==> config.mk <==
export PLATFORM = sky130hd
export DESIGN_NAME = pwm_duty_meter
export DESIGN_NICKNAME = d
export VERILOG_FILES = /design/src/rtl/pwm_pkg.sv /design/src/rtl/pwm_pct_div.sv /design/src/rtl/pwm_duty_meter.sv
export SDC_FILE = /design/constraint.sdc
export NUM_CORES = 1
export LEC_CHECK = 0
export BUFFER_PORTS_ARGS = -buffer_cell sky130_fd_sc_hd__buf_2
export CORE_ASPECT_RATIO = 1.4
export CORE_MARGIN = 2
export CORE_UTILIZATION = 60
export DETAILED_ROUTE_END_ITERATION = 6
export PLACE_DENSITY = 0.76
export RECOVER_POWER = 50
export SYNTH_ARGS = -nofsm -noshare
export SYNTH_HDL_FRONTEND = slang
export SYNTH_HIERARCHICAL = 1
export SYNTH_SLANG_ARGS = --single-unit
==> constraint.sdc <==
create_clock -name clk -period 6.56 [get_ports clk]
set_clock_uncertainty 0.2 [all_clocks]
set_input_delay 1.312 -clock clk [delete_from_list [all_inputs] [get_ports clk]]
set_output_delay 1.312 -clock clk [all_outputs]
set_load 0.02 [all_outputs]
==> src/rtl/pwm_pkg.sv <==
// Shared types and constants for the PWM duty meter.
package pwm_pkg;

   typedef enum logic [1:0] {
      SYNC = 2'd0,
      HIGH = 2'd1,
      LOW  = 2'd2
   } state_t;

   localparam int PCT_W     = 7;
   localparam int PCT_SCALE = 100;
   localparam int DIV_STEPS = 7;

endpackage

==> src/rtl/pwm_pct_div.sv <==
// Restoring divider for the duty percentage: quotient < 128, so only 7 quotient bits are produced.
// Latency: load on start, 7 iteration cycles, done pulses with the final quotient.
// Backpressure: none; start is ignored while busy, abort returns it to idle at once.
module pwm_pct_div
   import pwm_pkg::*;
#(
   parameter int CNT_W = 16
) (
   input  logic                   clk,
   input  logic                   rst,
   input  logic                   abort,
   input  logic                   start,
   input  logic [CNT_W+PCT_W-1:0] num,
   input  logic [CNT_W-1:0]       den,
   output logic                   busy,
   output logic                   done,
   output logic [PCT_W-1:0]       quotient
);

   localparam int NW = CNT_W + PCT_W;
   localparam int SW = $clog2(DIV_STEPS);

   logic [NW-1:0] rem;
   logic [NW-1:0] dsh;
   logic [SW-1:0] step;
   logic          ge;

   assign ge = (rem >= dsh);

   always_ff @(posedge clk or posedge rst) begin
      if (rst) begin
         rem      <= '0;
         dsh      <= '0;
         step     <= '0;
         quotient <= '0;
         busy     <= 1'b0;
         done     <= 1'b0;
      end else begin
         done <= 1'b0;
         if (abort) begin
            busy <= 1'b0;
         end else if (start && !busy) begin
            // Divisor pre-shifted to the weight of the top quotient bit.
            rem      <= num;
            dsh      <= NW'(den) << (DIV_STEPS - 1);
            step     <= '0;
            quotient <= '0;
            busy     <= 1'b1;
         end else if (busy) begin
            rem      <= ge ? (rem - dsh) : rem;
            quotient <= {quotient[PCT_W-2:0], ge};
            dsh      <= dsh >> 1;
            step     <= step + 1'b1;
            if (step == SW'(DIV_STEPS - 1)) begin
               busy <= 1'b0;
               done <= 1'b1;
            end
         end
      end
   end

endmodule

==> src/rtl/pwm_duty_meter.sv <==
// PWM high-time/period/duty meter with stuck detection; optional glitch filter via PWM_METER_GLITCH_FILTER_EN.
// Latency: about 10 cycles from the closing pwm_in rise to valid (plus FILT_LEN with the filter).
// Backpressure: none; a period closing while the divider is busy is dropped and flagged in overrun.
module pwm_duty_meter
   import pwm_pkg::*;
#(
   parameter int CNT_W    = 16,
   parameter int TIMEOUT  = 1000,
   parameter int FILT_LEN = 4
) (
   input  logic             clk,
   input  logic             rst,
   input  logic             en,
   input  logic             pwm_in,
   output logic [CNT_W-1:0] high_cnt,
   output logic [CNT_W-1:0] period_cnt,
   output logic [PCT_W-1:0] duty_pct,
   output logic             valid,
   output logic             stuck_hi,
   output logic             stuck_lo,
   output logic             overrun
);

   localparam int TW = $clog2(TIMEOUT + 1);

   if (TIMEOUT < 2 || TIMEOUT >= (2 ** CNT_W) - 1 || FILT_LEN < 1) begin : g_param_check
      $error("pwm_duty_meter: illegal TIMEOUT/FILT_LEN for CNT_W");
   end

   logic             sync1, sync2, s, s_d;
   logic             rise, fall, edge_s, tmo;
   logic [TW-1:0]    idle;
   state_t           state_q, state_d;
   logic [CNT_W-1:0] hcnt, pcnt;
   logic             latch, div_start, div_drop;
   logic             div_busy, div_done;
   logic [PCT_W-1:0] div_q;
   logic [CNT_W+PCT_W-1:0] div_num;

   function automatic logic [CNT_W-1:0] sat_inc(input logic [CNT_W-1:0] v);
      return (&v) ? v : v + 1'b1;
   endfunction

   always_ff @(posedge clk or posedge rst) begin
      if (rst) begin
         sync1 <= 1'b0;
         sync2 <= 1'b0;
      end else begin
         sync1 <= pwm_in;
         sync2 <= sync1;
      end
   end

`ifdef PWM_METER_GLITCH_FILTER_EN
   localparam int FW = $clog2(FILT_LEN + 1);
   logic [FW-1:0] filt_cnt;

   // s follows sync2 only after FILT_LEN consecutive cycles of disagreement.
   always_ff @(posedge clk or posedge rst) begin
      if (rst) begin
         s        <= 1'b0;
         filt_cnt <= '0;
      end else if (sync2 == s) begin
         filt_cnt <= '0;
      end else if (filt_cnt == FW'(FILT_LEN - 1)) begin
         s        <= sync2;
         filt_cnt <= '0;
      end else begin
         filt_cnt <= filt_cnt + 1'b1;
      end
   end
`else
   assign s = sync2;
`endif

   always_ff @(posedge clk or posedge rst) begin
      if (rst) s_d <= 1'b0;
      else     s_d <= s;
   end

   assign rise   = s & ~s_d;
   assign fall   = ~s & s_d;
   assign edge_s = rise | fall;

   // idle counts cycles the level has been held; saturates at TIMEOUT so it fires once.
   always_ff @(posedge clk or posedge rst) begin
      if (rst)                      idle <= '0;
      else if (!en)                 idle <= '0;
      else if (edge_s)              idle <= TW'(1);
      else if (idle != TW'(TIMEOUT)) idle <= idle + 1'b1;
   end

   assign tmo = en & ~edge_s & (idle == TW'(TIMEOUT - 1));

   always_ff @(posedge clk or posedge rst) begin
      if (rst) state_q <= SYNC;
      else     state_q <= state_d;
   end

   always_comb begin
      state_d = state_q;
      if (!en || tmo) begin
         state_d = SYNC;
      end else begin
         case (state_q)
            SYNC:    if (rise) state_d = HIGH;
            HIGH:    if (fall) state_d = LOW;
            LOW:     if (rise) state_d = HIGH;
            default: state_d = SYNC;
         endcase
      end
   end

   always_comb begin
      latch     = en && (state_q == LOW) && rise;
      div_start = latch && !div_busy;
      div_drop  = latch && div_busy;
   end

   always_ff @(posedge clk or posedge rst) begin
      if (rst) begin
         hcnt <= '0;
         pcnt <= '0;
      end else if (!en || tmo) begin
         hcnt <= '0;
         pcnt <= '0;
      end else begin
         case (state_q)
            HIGH: begin
               pcnt <= sat_inc(pcnt);
               if (!fall) hcnt <= sat_inc(hcnt);
            end
            SYNC, LOW: begin
               if (rise) begin
                  hcnt <= CNT_W'(1);
                  pcnt <= CNT_W'(1);
               end else if (state_q == LOW) begin
                  pcnt <= sat_inc(pcnt);
               end else begin
                  hcnt <= '0;
                  pcnt <= '0;
               end
            end
            default: begin
               hcnt <= '0;
               pcnt <= '0;
            end
         endcase
      end
   end

   assign div_num = (CNT_W+PCT_W)'(hcnt) * (CNT_W+PCT_W)'(PCT_SCALE);

   pwm_pct_div #(.CNT_W(CNT_W)) u_div (
      .clk      (clk),
      .rst      (rst),
      .abort    (!en || tmo),
      .start    (div_start),
      .num      (div_num),
      .den      (pcnt),
      .busy     (div_busy),
      .done     (div_done),
      .quotient (div_q)
   );

   // A timeout result takes priority over a divider result landing in the same cycle.
   always_ff @(posedge clk or posedge rst) begin
      if (rst) begin
         high_cnt   <= '0;
         period_cnt <= '0;
         duty_pct   <= '0;
         valid      <= 1'b0;
         stuck_hi   <= 1'b0;
         stuck_lo   <= 1'b0;
         overrun    <= 1'b0;
      end else begin
         valid <= 1'b0;
         if (tmo) begin
            stuck_hi   <= s;
            stuck_lo   <= ~s;
            high_cnt   <= '0;
            period_cnt <= '0;
            duty_pct   <= s ? PCT_W'(PCT_SCALE) : '0;
            valid      <= 1'b1;
         end else begin
            if (edge_s) begin
               stuck_hi <= 1'b0;
               stuck_lo <= 1'b0;
            end
            if (div_start) begin
               high_cnt   <= hcnt;
               period_cnt <= pcnt;
            end
            if (div_done && en) begin
               duty_pct <= div_q;
               valid    <= 1'b1;
            end
         end
         if (div_drop) overrun <= 1'b1;
      end
   end

endmodule

==> results.sh, run 1 <==
export IMPL_synth_xor_area_share_pct=4.04
export IMPL_ant_nets=0
export IMPL_layout_common_cells="nand2_1 (173), dfrtp_1 (147), inv_1 (91)"
export IMPL_worstPathArrival_ns=4.44
export IMPL_die_height_um=153
export IMPL_vias=8126
export IMPL_synthSimpleGateAreaFrac_pct=18.3
export IMPL_postCtsResizedCells=0
export IMPL_worstPathRequired_ns=6.35
export IMPL_h_tree_depth=4
export IMPL_hpwl_mm=16.8
export IMPL_startpoint_type="primary input"
export IMPL_relSlewSlack_pct=-117
export IMPL_p_leak_nw=5.08
export IMPL_cts_max_path_buffers=2
export IMPL_violations="max-capacitance violations, max-slew violations"
export IMPL_fin_crit_ns=4.65
export IMPL_final_common_cell="nand2_1"
export IMPL_instances_no_fill=1339
export IMPL_finalSetupViolCount=0
export IMPL_synth_compound_area_share_pct=18.8
export IMPL_synth_top_family_by_area="compound AO/OA/AOI/OAI gates"
export IMPL_crit_fanout=48
export IMPL_ys_types=75
export IMPL_routed_via_density=6.07
export IMPL_synthAdderAreaFrac_pct=13.1
export IMPL_cts_sinks=147
export IMPL_routed_wl_mm=23.5
export IMPL_rsz0062_at_grt="no"
export IMPL_slew_violations=189
export IMPL_synthArstFlopShare_pct=100
export IMPL_ys_seq_elements=147
export IMPL_place_inst=1307
export IMPL_finalCritPeriodShare_pct=70.9
export IMPL_core_area_um2=15600
export IMPL_io_pins=47
export IMPL_hp_class="reg -> reg"
export IMPL_grt_total_usage_pct=28.7
export IMPL_hold_violations=0
export IMPL_grt_pass1_wl_mm=39.6
export IMPL_max_clock_freq_ghz=0.215
export IMPL_cts_root_buf="clkbuf_16"
export IMPL_area_delta_synth_final_pct=9.73
export IMPL_ir_drop_mv=0.169
export IMPL_dr_pass1_iters=5
export IMPL_synthMuxAreaShare_pct=1.18
export IMPL_placementRows=54
export IMPL_path_class="in -> async"
export IMPL_synth_area_per_cell_um2=8.68
export IMPL_die_x_um=111
export IMPL_grt_ovfl_total=0
export IMPL_wl_per_cell_um=17.6
export IMPL_pwr_density_cell_nw_per_um2=239
export IMPL_die_area_um2=16900
export IMPL_yosysWarnings=6
export IMPL_routabilityCongestion=0.913
export IMPL_drt_iter0_drc=655
export IMPL_start_util_pct=61.1
export IMPL_end_kind="async pin"
export IMPL_status="finished with violations"
export IMPL_layout_nets=1227
export IMPL_hold_buffers=0
export IMPL_portBuffers=46
export IMPL_setup_tns_ns=0
export IMPL_ys_flop_type="dfrtp_1"
export IMPL_clock_latency_ns=0.43
export IMPL_cts_buffers=17
export IMPL_drive_gt1_share_pct=8.22
export IMPL_grt_antenna_before_repair=0
export IMPL_synth_edff_count=0
export IMPL_synth_cells=1100
export IMPL_cts_tree="yes"
export IMPL_timing_max_cap_violations=4
export IMPL_worst_pin_slew_ns=3.25
export IMPL_cts_setup_buffers=0
export IMPL_finalPower_mw=2.50
export IMPL_antenna_cells=0
export IMPL_first_global_vias=7962
export IMPL_drc=0
export IMPL_grt_max_degree=58
export IMPL_yosysSeqAreaShare_pct=38.5
export IMPL_clkTransAtPathRegs_ns=0.07
export IMPL_synth_area_um2=9540
flip-flops by register name, indices dropped and copies added, names as in the netlist:
register,count
u_div/rem,23
s_d,1
idle,10
pcnt,16
sync1,1
u_div/busy,1
duty_pct,7
u_div/quotient,7
hcnt,16
state_q,2
valid,1
u_div/done,1
u_div/dsh,22
s,1
overrun,1
high_cnt,16
stuck_lo,1
period_cnt,16
stuck_hi,1
u_div/step,3
per-stage QoR:
stage	hold WS, ns	setup slack, ns	cell area (um^2)	utilization (%)
global placement	0.132	2.35	9890	63.4
global route	0.158	1.08	10500	67.1
CTS	0.156	2.47	10500	67.3
finish	0.151	1.91	10500	67.1
detailed placement	0.140	2.26	9890	63.4
floorplan	0.131	2.71	9550	-
cell usage after synthesis, drive strengths merged (7+ instances only):
cell | count | area [um^2]
a21o | 13 | 97.6
o21ai | 79 | 399
a22oi | 16 | 120
xor2 | 19 | 166
a22o | 7 | 61.3
dfrtp | 147 | 3680
xnor2 | 25 | 219
a21oi | 90 | 450
nand4 | 13 | 96.3
mux2i | 9 | 90.1
a31oi | 23 | 144
clkbuf | 25 | 93.8
nor2 | 82 | 308
inv | 94 | 353
buf | 21 | 123
nor3 | 20 | 100
nand2 | 173 | 649
a211oi | 9 | 72.6
nand3 | 36 | 180
nor2b | 9 | 56.3
fa | 12 | 240
and3 | 12 | 80.1
ha | 81 | 1010
cell families (layout without fill, tap and decap cells):
| group | count (synthesis) | in the layout |
|---|---|---|
| xor gates and xnor gates | 44 | 44 |
| and+or+nand+nor | 380 | 380 |
| AOI/OAI and AO/OA | 284 | 284 |
| adders and majority gates | 93 | 93 |
| other | 1 | 2 |
| muxes | 11 | 11 |
| DFF | 147 | 147 |
| buffers and inverters | 140 | 182 |
layout make-up:
cell class	instances	area, um^2
multi-input combinational	814	5310
inverter	94	354
clock inverter	15	185
timing repair buffer	56	278
fill	1288	5140
sequential	147	3680
tap	196	245
clock buffer	17	425
worst paths after layout:
kind                            slack [ns]     from  cells past startpoint            end
worst max-delay path                  1.91      rst                      3        pcnt[6]
worst min-delay path                  0.15    sync1                      0              s
worst max register to register        2.44  hcnt[4]                     14  u_div/rem[22]
worst min register to register        0.15    sync1                      0              s
max in group clk                      2.44  hcnt[4]                     14  u_div/rem[22]
min in group asynchronous             1.15      rst                      2            s_d
critical path: stages:
cell	delay, ns
clkbuf_1	0.09
clkinvlp_2	1.08
clkbuf_1	1.92
power by group:
group / internal (mW) / switching, mW
sequential: 0.934 / 0.0247
combinational: 0.215 / 0.334
clock: 0.518 / 0.476
layer usage:
layer  wire (um)  vias to the layer above  track usage, %
met2       11800                      226            49.1
met1        9980                     3933            35.7
met4         906                        0            12.6
met5           0                        -               0
li1            -                     3902               -
met3         903                       65            5.19
Power figures use the tool's default switching activity.
==> run 2: changes to the inputs <==
- clock period: 6.56 -> 4.4 ns (I/O delays scaled with it)
==> run 2 against run 1 <==
Cell area up 0.53%; flip-flop and latch count stayed put; clock power up 49%; highest routed layer unchanged; largest cell class unchanged; the run still ends with max-capacitance violations, max-slew violations left.
==> results.sh, run 2 (same netlist as run 1, synthesis figures left out) <==
export IMPL_startpoint_type="register"
export IMPL_layout_common_cells="nand2_1 (173), dfrtp_1 (147), inv_1 (92)"
export IMPL_crit_fanout=6
export IMPL_grt_antenna_before_repair=0
export IMPL_postCtsResizedCells=0
export IMPL_critical_path_endpoint="u_div/rem[21]"
export IMPL_first_global_vias=8220
export IMPL_vias=8240
export IMPL_routabilityCongestion=0.907
export IMPL_drc=0
export IMPL_internal_power_mw=2.49
export IMPL_fin_util_pct=67.4
export IMPL_end_kind="register"
export IMPL_cts_setup_buffers=0
export IMPL_start_util_pct=61.1
export IMPL_finalSetupViolCount=0
export IMPL_antenna_cells=0
export IMPL_clkTransAtPathRegs_ns=0.07
export IMPL_seqCellArea_um2=3680
export IMPL_io_pins=47
export IMPL_seqPwrFrac_pct=38.2
export IMPL_timing_max_cap_violations=3
export IMPL_ir_drop_mv=0.268
export IMPL_grt_total_usage_pct=29.1
export IMPL_top_register="u_div/rem"
export IMPL_h_tree_depth=4
export IMPL_crit_path_start="hcnt[3]"
export IMPL_violations="max-capacitance violations, max-slew violations"
export IMPL_drt_iter0_drc=409
export IMPL_relSlewSlack_pct=-12.2
export IMPL_rsz0062_at_grt="no"
export IMPL_grt_max_degree=38
export IMPL_routed_wl_mm=24.0
export IMPL_pwr_density_cell_nw_per_um2=355
export IMPL_clock_latency_ns=0.44
export IMPL_hp_class="reg -> reg"
export IMPL_power_switching_mw=1.25
export IMPL_status="finished with violations"
export IMPL_path_class="reg -> reg"
export IMPL_hpwl_mm=17.3
export IMPL_p_leak_nw=5.14
export IMPL_final_common_cell="nand2_1"
export IMPL_cts_sinks=147
export IMPL_die_area_um2=16900
export IMPL_clkPwrFrac_pct=39.6
export IMPL_wl_per_cell_um=17.9
export IMPL_r2r_end="u_div/rem[21]"
export IMPL_reg2reg_depth=14
export IMPL_comb_power_share_pct=22.2
export IMPL_pre_cts_ws_ns=0.400
export IMPL_max_clock_freq_ghz=0.244
export IMPL_setup_tns_ns=0
export IMPL_area_delta_synth_final_pct=10.3
export IMPL_die_height_um=153
export IMPL_core_area_um2=15600
export IMPL_fin_crit_ns=4.09
export IMPL_worstPathRequired_ns=4.52
export IMPL_switching_share_pct=33.4
export IMPL_worst_pin_slew_ns=1.68
export IMPL_r2r_slack_ns=0.31
export IMPL_cts_buffers=17
export IMPL_portBuffers=46
export IMPL_finalCritPeriodShare_pct=93.0
export IMPL_fillers=1249
export IMPL_dr_pass1_iters=7
export IMPL_routed_via_density=6.12
export IMPL_largest_registers="u_div/rem: 23 flops, u_div/dsh: 22 flops"
export IMPL_cts_root_buf="clkbuf_16"
export IMPL_fin_ws_ns=0.306
export IMPL_hold_violations=0
export IMPL_worstPathArrival_ns=4.21
export IMPL_layout_nets=1234
export IMPL_ant_nets=0
export IMPL_drive_gt1_share_pct=9.30
export IMPL_grt_ovfl_total=0
export IMPL_grt_pass1_wl_mm=40.1
export IMPL_die_x_um=111
export IMPL_slew_violations=107
export IMPL_placementRows=54
export IMPL_largest_register_ffs=23
export IMPL_multiInputGateArea_um2=5310
export IMPL_hold_buffers=0
export IMPL_cts_max_path_buffers=2
export IMPL_cts_tree="yes"
export IMPL_reg2reg_from="hcnt[3]"
[run 2: cell count changes in the layout (fill, tap and decap cells not counted), sizes merged]
cell / delta
clkinv: -2
clkbuf: -6
inv: +2
buf: +13
[run 2: how the worst min path moves through the flow]
stage | start | to | slack [ns] | cells after the start
finish | sync1 | s | 0.15 | 0
global route | sync1 | s | 0.16 | 0
CTS | sync1 | s | 0.15 | 0
detailed placement | sync1 | s | 0.14 | 0
global placement | sync1 | s | 0.13 | 0
floorplan | sync1 | s | 0.13 | 0
[run 2: layout make-up]
class,count,share of cell area (%)
tap,196,2.33
inverter,94,3.36
clock buffer,17,4.04
sequential,147,34.9
multi-input combinational,814,50.4
clock inverter,15,1.71
timing repair buffer,63,3.21
[run 2: per-layer routing]
metal	global-route usage, %	part of all wire (%)	vias up
met2	52.1	51	236
met1	34.8	41	4039
met3	4.56	4.2	61
met5	0	0	-
met4	11.8	3.2	0
li1	-	-	3904
[run 2: power groups by stage]
| stage | logic (mW) | clock network [mW] | registers, mW |
|---|---|---|---|
| global placement | 0.801 | 0 | 1.45 |
| detailed placement | 0.809 | 0 | 1.45 |
| global route | 0.913 | 1.55 | 1.43 |
| finish | 0.829 | 1.48 | 1.43 |
| CTS | 0.818 | 1.49 | 1.43 |
| floorplan | 0.642 | 0 | 1.44 |
[run 2: worst max-delay path, stage by stage, from the launching register on]
cell and delay, ns:
dfrtp_1 0.46, ha_1 0.33, ha_1 0.28, inv_1 0.05, fa_1 0.49, inv_1 0.05
ha_1 0.36, o211ai_1 0.11, o21ai_0 0.37, o2111ai_1 0.23, a211oi_1 0.46, a211oi_1 0.16
xnor2_1 0.16, a22oi_1 0.18, a21oi_1 0.09
[run 2: per-stage QoR]
stage                     cells  cell area [um^2]  power, mW  hold WS (ns)
after floorplan            1101              9550       2.08         0.131
after global placement     1314              9940       2.25         0.134
after detailed placement   1314              9940       2.26         0.136
after CTS                  1346             10500       3.73         0.151
after global routing       1346             10500       3.89         0.155
final                      1346             10500       3.73         0.152
==> run 3: changes to the inputs <==
- CORE_MARGIN: 2 -> 3
- CORE_UTILIZATION: 60 -> 56
- PLACE_DENSITY: 0.76 -> 0.75
- RECOVER_POWER: 50 -> 100
- clock period: 4.4 -> 3.5 ns (I/O delays scaled with it)
==> run 3 against run 2 <==
The run ends with max-capacitance violations, max-slew violations, negative setup slack left; worst setup slack worse by 0.31 ns; worst hold slack better by 0.0012 ns; first-iteration DRC count up 21%; largest cell class unchanged.
==> results.sh, run 3 (same netlist as run 1, synthesis figures left out) <==
export IMPL_status="finished with violations"
export IMPL_violations="max-capacitance violations, max-slew violations, negative setup slack"
export IMPL_internal_power_mw=3.18
export IMPL_seqPwrFrac_pct=38.3
export IMPL_r2r_end="u_div/rem[21]"
export IMPL_power_switching_mw=1.50
export IMPL_routed_via_density=6.03
export IMPL_routabilityCongestion=0.888
export IMPL_grt_ovfl_total=0
export IMPL_path_class="reg -> reg"
export IMPL_h_tree_depth=4
export IMPL_startpoint_type="register"
export IMPL_io_pins=47
export IMPL_placementRows=55
export IMPL_cts_sinks=147
export IMPL_p_leak_nw=5.15
export IMPL_start_util_pct=58.0
export IMPL_finalCritPeriodShare_pct=100
export IMPL_reg2reg_depth=14
export IMPL_end_kind="register"
export IMPL_final_common_cell="nand2_1"
export IMPL_critical_path_endpoint="u_div/rem[21]"
export IMPL_top_register="u_div/rem"
export IMPL_die_x_um=116
export IMPL_instances_no_fill=1389
export IMPL_min_from="sync1"
export IMPL_layout_common_cells="nand2_1 (173), dfrtp_1 (146), inv_1 (89)"
export IMPL_hpwl_mm=17.7
export IMPL_place_inst=1347
export IMPL_drive_gt1_share_pct=11.7
export IMPL_antenna_cells=0
export IMPL_finalPower_mw=4.68
export IMPL_largest_registers="u_div/rem: 23 flops, u_div/dsh: 22 flops"
export IMPL_clock_latency_ns=0.43
export IMPL_wl_per_cell_um=17.9
export IMPL_hold_buffers=0
export IMPL_layout_nets=1274
export IMPL_first_global_vias=8296
export IMPL_hold_depth=0
export IMPL_cts_root_buf="clkbuf_16"
export IMPL_portBuffers=46
export IMPL_rsz0062_at_grt="yes"
export IMPL_timing_max_cap_violations=1
export IMPL_fin_util_pct=66.8
export IMPL_hold_violations=0
export IMPL_multiInputGateArea_um2=5530
export IMPL_crit_fanout=4
export IMPL_fin_ws_ns=-0.00642
export IMPL_switching_share_pct=32.1
export IMPL_worstPathArrival_ns=3.61
export IMPL_grt_antenna_before_repair=0
export IMPL_clkPwrFrac_pct=39.3
export IMPL_slew_violations=37
export IMPL_fillers=1292
export IMPL_comb_power_share_pct=22.4
export IMPL_reg2reg_from="hcnt[5]"
export IMPL_die_area_um2=18700
export IMPL_ir_drop_mv=0.307
export IMPL_cts_tree="yes"
export IMPL_max_clock_freq_ghz=0.285
export IMPL_drc=0
export IMPL_r2r_slack_ns=-0.006
export IMPL_dr_pass1_iters=5
export IMPL_seqCellArea_um2=3680
export IMPL_cts_buffers=17
export IMPL_pwr_density_cell_nw_per_um2=426
export IMPL_worst_pin_slew_ns=1.53
export IMPL_grt_pass1_wl_mm=40.3
export IMPL_vias=8372
export IMPL_fin_crit_ns=3.51
export IMPL_hp_class="reg -> reg"
export IMPL_clkTransAtPathRegs_ns=0.06
export IMPL_core_area_um2=16400
export IMPL_drt_iter0_drc=495
export IMPL_die_height_um=160
export IMPL_area_delta_synth_final_pct=15.2
export IMPL_crit_path_start="hcnt[5]"
export IMPL_routed_wl_mm=24.8
export IMPL_relSlewSlack_pct=-2.70
export IMPL_pre_cts_ws_ns=-0.196
export IMPL_grt_max_degree=56
export IMPL_worstPathRequired_ns=3.60
export IMPL_hold_ws_ns=0.153
export IMPL_ant_nets=0
export IMPL_finalSetupViolCount=1
export IMPL_cts_max_path_buffers=2
export IMPL_largest_register_ffs=23
export IMPL_grt_total_usage_pct=27.0
==> run 3: cell types whose count changed in the layout (fill, tap and decap cells not counted), sizes merged <==
cell      change
clkinv        -2
bufinv        +1
clkinvlp      +2
clkbuf       +43
inv           -2
buf           -2
==> run 3: how the worst min path moves through the flow <==
| stage | slack [ns] | endpoint |
|---|---|---|
| final | 0.15 | s |
| after global routing | 0.15 | s |
| after CTS | 0.15 | high_cnt[5] |
| after detailed placement | 0.14 | s |
| after global placement | 0.14 | s |
| after floorplan | 0.13 | s |
==> run 3: power groups by stage <==
| stage | clock, mW | combinational [mW] | sequential [mW] |
|---|---|---|---|
| 3_3_place_gp | 0 | 1.02 | 1.82 |
| 2_1_floorplan | 0 | 0.807 | 1.81 |
| 6_report | 1.84 | 1.05 | 1.79 |
| 4_1_cts | 1.86 | 1.04 | 1.79 |
| 5_1_grt | 1.93 | 1.15 | 1.80 |
| 3_5_place_dp | 0 | 1.02 | 1.82 |
==> run 3: worst max-delay path: stages, from the launching register on <==
cell and delay (ns):
dfrtp_1 0.45, ha_1 0.34, ha_1 0.28, inv_1 0.06
fa_1 0.50, inv_1 0.06, ha_4 0.28, o21ai_0 0.11
nand2b_1 0.12, o2111ai_2 0.19, a211oi_2 0.28, a211oi_2 0.11
xnor2_1 0.15, a22oi_1 0.18, a21oi_1 0.09
==> run 3: metrics by stage <==
stage	TNS, ns	cell area [um^2]
after detailed placement	-0.732	10200
final	-0.00642	11000
after global placement	-0.168	10200
after floorplan	-0.0437	9550
after CTS	-0.219	10900
after global routing	-0.367	11000
==> run 3: what timing repair did <==
item,4_1_cts,5_1_grt
setup buffers,2,8
pin swaps,20,18
gates resized for setup,14,24
hold endpoints to repair,0,0
setup endpoints to repair,7,7
==> run 3: area by class of cell <==
cell class | instances | share of cell area, %
multi-input cells | 814 | 50.3
flip-flops and latches | 147 | 33.5
repair buffers | 103 | 5.26
clock buffers | 18 | 3.90
inverters | 94 | 3.22
well taps | 199 | 2.27
clock inverters | 14 | 1.53
==> run 3: layer usage <==
layer,vias up,track usage (%),share of wire [%]
li1,3993,-,-
met1,4035,31.9,40
met2,258,46.5,52
met3,86,4.49,3.9
met4,0,13.2,4.3
met5,-,0,0
